## src/rtl/aes_key_expand_ctrl.sv

```systemverilog
// -----------------------------------------------------------------------------
// aes_key_expand_ctrl
//   Sequencer for AES-128 key expansion. Latches a cipher key on start, then
//   emits round keys 0..NUM_ROUNDS in order over a valid/ready stream. Between
//   two keys it spends one CALC cycle, in which it drives the round-constant
//   lookup (rcon_keyid -> rcon_byte) and the external SubWord S-box
//   (sub_in -> sub_out) and folds the results into the next round key.
//
// Ports
//   clk, rst_n   rising-edge clock, asynchronous active-low reset
//   start        load key_in and begin (ignored while busy)
//   abort        synchronous abandon, back to IDLE next cycle
//   key_in       cipher key, w0 in [127:96] .. w3 in [31:0]
//   rcon_keyid   round-constant lookup index (0 outside a schedule)
//   rcon_byte    round-constant byte returned combinationally for rcon_keyid
//   sub_in       RotWord(w3) sent to the external S-box
//   sub_out      SubWord(sub_in), combinational
//   rk_valid     round key valid
//   rk_ready     consumer accepts rk_data
//   rk_data      current round key
//   rk_round     round index of rk_data, 0..NUM_ROUNDS
//   busy         high from start accept until the final handshake
//   done         one-cycle pulse after the last round key is accepted
// -----------------------------------------------------------------------------
module aes_key_expand_ctrl #(
    parameter int NUM_ROUNDS = 10
) (
    input  logic         clk,
    input  logic         rst_n,
    input  logic         start,
    input  logic         abort,
    input  logic [127:0] key_in,
    output logic [3:0]   rcon_keyid,
    input  logic [7:0]   rcon_byte,
    output logic [31:0]  sub_in,
    input  logic [31:0]  sub_out,
    output logic         rk_valid,
    input  logic         rk_ready,
    output logic [127:0] rk_data,
    output logic [3:0]   rk_round,
    output logic         busy,
    output logic         done
);

    localparam logic [3:0] LAST_ROUND = 4'(NUM_ROUNDS);

    typedef enum logic [1:0] {
        IDLE,
        OUT,
        CALC
    } state_t;

    state_t       state;
    logic [127:0] key_reg;

    // Word view of the current round key; w0 is the most significant word.
    logic [31:0] w0, w1, w2, w3;
    logic [31:0] t;
    logic [31:0] nw0, nw1, nw2, nw3;

    assign w0 = key_reg[127:96];
    assign w1 = key_reg[95:64];
    assign w2 = key_reg[63:32];
    assign w3 = key_reg[31:0];

    // RotWord: rotate w3 left by one byte before the S-box.
    assign sub_in = {w3[23:0], w3[31:24]};

    // Round constant lands in the top byte of the substituted word.
    assign t   = sub_out ^ {rcon_byte, 24'h0};
    assign nw0 = w0 ^ t;
    assign nw1 = w1 ^ nw0;
    assign nw2 = w2 ^ nw1;
    assign nw3 = w3 ^ nw2;

    assign rk_data = key_reg;

    // NOTE: sequential state uses non-blocking assignments only, so every
    // register samples the values from before this edge regardless of the
    // order the statements are written in.
    always_ff @(posedge clk or negedge rst_n) begin
        if (!rst_n) begin
            state      <= IDLE;
            key_reg    <= '0;
            rk_round   <= '0;
            rcon_keyid <= '0;
            rk_valid   <= 1'b0;
            busy       <= 1'b0;
            done       <= 1'b0;
        end else begin
            done <= 1'b0;
            if (abort) begin
                // Abort outranks start and any same-cycle handshake.
                state      <= IDLE;
                rk_valid   <= 1'b0;
                busy       <= 1'b0;
                rcon_keyid <= '0;
            end else begin
                case (state)
                    IDLE: begin
                        if (start) begin
                            key_reg    <= key_in;
                            rk_round   <= '0;
                            rcon_keyid <= '0;
                            busy       <= 1'b1;
                            rk_valid   <= 1'b1;
                            state      <= OUT;
                        end
                    end
                    OUT: begin
                        if (rk_ready) begin
                            rk_valid <= 1'b0;
                            if (rk_round == LAST_ROUND) begin
                                busy       <= 1'b0;
                                done       <= 1'b1;
                                rcon_keyid <= '0;
                                state      <= IDLE;
                            end else begin
                                rk_round   <= rk_round + 4'd1;
                                rcon_keyid <= rk_round + 4'd1;
                                state      <= CALC;
                            end
                        end
                    end
                    CALC: begin
                        key_reg  <= {nw0, nw1, nw2, nw3};
                        rk_valid <= 1'b1;
                        state    <= OUT;
                    end
                    // NOTE: the unreachable encoding recovers to IDLE instead
                    // of holding an undefined state.
                    default: begin
                        state    <= IDLE;
                        rk_valid <= 1'b0;
                        busy     <= 1'b0;
                    end
                endcase
            end
        end
    end

endmodule

```

## config.mk

```make
export PLATFORM = sky130hd
export DESIGN_NAME = aes_key_expand_ctrl
export DESIGN_NICKNAME = d
export VERILOG_FILES = /design/src/rtl/aes_key_expand_ctrl.sv
export SDC_FILE = /design/constraint.sdc
export NUM_CORES = 1
export LEC_CHECK = 0
export BUFFER_PORTS_ARGS = -buffer_cell sky130_fd_sc_hd__buf_2
export CORE_ASPECT_RATIO = 0.75
export CORE_UTILIZATION = 54
export DETAILED_ROUTE_END_ITERATION = 8
export PLACE_DENSITY = 0.87
export SYNTH_ARGS = -nofsm -noshare
export SYNTH_HDL_FRONTEND = slang
export SYNTH_SLANG_ARGS = --single-unit
```

## constraint.sdc

```tcl
create_clock -name clk -period 4.6 [get_ports clk]
set_input_delay 0 -clock clk [delete_from_list [all_inputs] [get_ports clk]]
set_output_delay 0 -clock clk [all_outputs]
set_load 0.03 [all_outputs]
```

==> run_results.csv <==
group,metric,value,unit
pwr,p_sw_frac,0.4196,
cts,cts_tree,"done",
detailed_routing,drt_wl_total,31830,µm
floorplan,ioPinCount,344,
run_status,status,"completed",
setup_path,worstSetupEndpointType,"flip-flop",
detailed_routing,drt_iter0_drc,971,
detailed_routing,post_drt_wl_per_cell,19.62,µm
timing,max_slew_margin,0.2038,
floorplan,rows,40,
grt,overflow,0,
setup_path,path_cells,"o21bai_1 -> nand2b_4 -> o31ai_1 -> dlygate4sd3_1",
detailed_routing,drc_errors,0,
cts,clkTransAtPathRegs,60,ps
grt,grt_pass1_vias,9574,
setup_path,critPathArrivalTime,3040,ps
timing,hold_viol,0,
pwr,leakage,5.785,nW
timing,fin_tns_setup,0,ps
grt,grt_max_degree,146,
timing,fmax,364.8,MHz
pwr,p_int,3.463,mW
detailed_routing,antenna_left,0,
timing,max_slew.worst_pin.slew,1194,ps
finish,fillers,990,
timing,skew,9.970,ps
placement,gp_congestion,0.8453,
timing,setup_violations,0,
setup_path,crit_type,"flip-flop to flip-flop",
cts,cts_root_buf,"clkbuf_16",
detailed_routing,viasPerCell,6.083,
detailed_routing,vias,9866,
yosys,ys_seq_area_frac,0.3924,
pwr,combPwrFrac,0.436,
pwr,netSwitchingPower,2.504,mW
timing,rsz0062_at_grt,"no",
placement,placed_cells,1439,
yosys,yosys_warnings,0,
flow_run,maxCapViolCount,0,
cts,cts_buffer_depth,2,
finish,mostFrequentLayoutCells,"342 x buf_2, 146 x dlygate4sd3_1, 141 x dfrtp_1",
cts,clkLatencyLatePin,420,ps
pwr,ir_drop,0.3037,mV
finish,layout_commonest_cell,"buf_2",
floorplan,die_area,17180,µm²
setup_path,path_buf_inv,1,
yosys,ys_seq_elements,141,
pwr,power_density,473.6,nW/µm²
finish,drive_above_1_share,0.2942,
finish,syn2layout_area_growth,40.13,%
placement,dp_hpwl,17860,µm
timing,finalCritPeriodShare,0.5959,
cts,htree_levels,4,
placement,io_buffers,343,
timing,finalMaxSlewViolations,0,
floorplan,initial_core_util,0.5562,
pwr,clock_power_share,0.251,
finish,layout.nets,1569,
grt,grt_pass1_wl,48540,µm
cts,cts.sinks,141,
timing,post-route-min-period,2741,ps
grt,grtUsageTotal,0.3646,
floorplan,die_height,113.8,µm
detailed_routing,dr.pass1.iters,6,
yosys,syn_nets,1162,
cts,cts_buffers,17,
floorplan,fp.dieW,151.0,µm
setup_path,start_kind,"flip-flop",
setup_path,worst_path_max_delay_cell,"nand2b_4",
setup_path,cp_max_fo,111,
yosys,synthDistinctLibCells,39,
min_path,hp-class,"input pin to flip-flop",
cts,cts_resized,0,
floorplan,core_area,16170,µm²
yosys,avgSynthCellArea,9.110,µm²
finish,instances_no_fill,1622,
yosys,synthesis.area,8991,µm²
yosys,netlist_instances,987,
pwr,seqPwrFrac,0.314,
setup_path,cpPeakStageDelay,990,ps
grt,antenna_found_initial,7,
setup_path,required,4900,ps
setup_path,cp_top_family,"simple AND/OR/NAND/NOR gates",
## worst paths after layout
kind	depth (start not counted)	startpoint	slack, ps	to
worst min-delay path	3	start	20	rk_valid$_DFFE_PN0P_
worst max register to register	4	state[1]$_DFFE_PN0P_	1860	state[0]$_DFFE_PN0P_
worst min register to register	1	rk_data[94]$_DFFE_PN0P_	540	rk_data[94]$_DFFE_PN0P_
max in group asynchronous	3	rst_n	3110	rk_data[84]$_DFFE_PN0P_
worst max-delay path	4	state[1]$_DFFE_PN0P_	1860	state[0]$_DFFE_PN0P_
min in group asynchronous	2	rst_n	220	rcon_keyid[1]$_DFFE_PN0P_
## what timing repair did
action,CTS,global route
hold buffers,146,0
setup buffers,0,0
hold endpoints to repair,219,0
## metrics by stage
step	hold WS (ps)	setup WS (ps)	utilization	power [mW]	instance area, µm²
after floorplan	-295.6	2598	-	3.622	8991
after global placement	156.3	2097	0.6491	4.193	10490
after detailed placement	157.4	1994	0.6491	4.251	10490
after CTS	0.4051	1865	0.7786	5.867	12590
after global routing	0.2621	1714	0.7791	6.200	12590
final	16.50	1859	0.7794	5.967	12600
## cells by family after synthesis
logic type | synth area share
AND/OR/NAND/NOR | 0.1113
AO/OA/AOI/OAI | 0.2661
multiplexers | 0.004453
buffers and inverters | 0.06652
XOR/XNOR | 0.1564
flip-flops | 0.3924
adder cells (fa/ha/maj) | 0.002783
## cells in the mapped netlist, drive strengths merged
library cell,count,area share
or4,1,0.00084
o21bai,1,0.00084
xnor2,73,0.072
xor2,1,0.00097
o22ai,73,0.051
a21oi,108,0.060
o21ai,50,0.028
a211oi,9,0.0075
inv,4,0.0017
nand4,1,0.00070
xnor3,8,0.020
nor2b,1,0.00070
a22o,1,0.00097
a21o,8,0.0067
nor3,3,0.0017
buf,79,0.053
mux2,2,0.0033
nand2,106,0.044
a31o,26,0.025
nand2b,3,0.0021
ha,2,0.0028
xor3,24,0.063
mux2i,1,0.0011
and4b,1,0.0011
dfrtp,141,0.39
a22oi,26,0.022
nor4b,1,0.00097
nand3,3,0.0017
o31ai,1,0.00084
a311o,1,0.0011
or2,2,0.0014
clkbuf,28,0.012
nor2,134,0.056
a2bb2oi,64,0.062
## power by group through the flow
stage	Combinational, mW	Sequential (mW)	Clock, mW
floorplan	1.31	2.31	0
global placement	2.36	1.83	0
detailed placement	2.40	1.85	0
CTS	2.52	1.84	1.51
global route	2.74	1.90	1.56
finish	2.60	1.87	1.50
## routing by layer
metal  track usage  share of wire
met1        0.4297           0.37
met5             0        0.00031
met3        0.1064          0.099
met4        0.1700          0.034
met2        0.6135           0.49
## state kept, by name, indices dropped and copies added (netlist names)
| name | cells |
|---|---|
| done | 1 |
| rk_data | 128 |
| rcon_keyid | 4 |
| state | 2 |
| rk_round | 4 |
| rk_valid | 1 |
| busy | 1 |
## tightest hold or removal path, delay by kind of cell
family	cells	cell delay, ps
buffers and inverters	1	110
AOI/OAI and AO/OA	2	280
## cell type report
type	instances	area [µm²]	area share
timing repair buffer	495	3254	0.2583
sequential	141	3528	0.2800
clock buffer	20	446.7	0.03545
tap	210	262.8	0.02085
clock inverter	12	185.2	0.01470
multi-input combinational	735	4895	0.3885
antenna	5	12.51	0.0009930
inverter	4	15.01	0.001192
(Power assumes the default switching activity.)
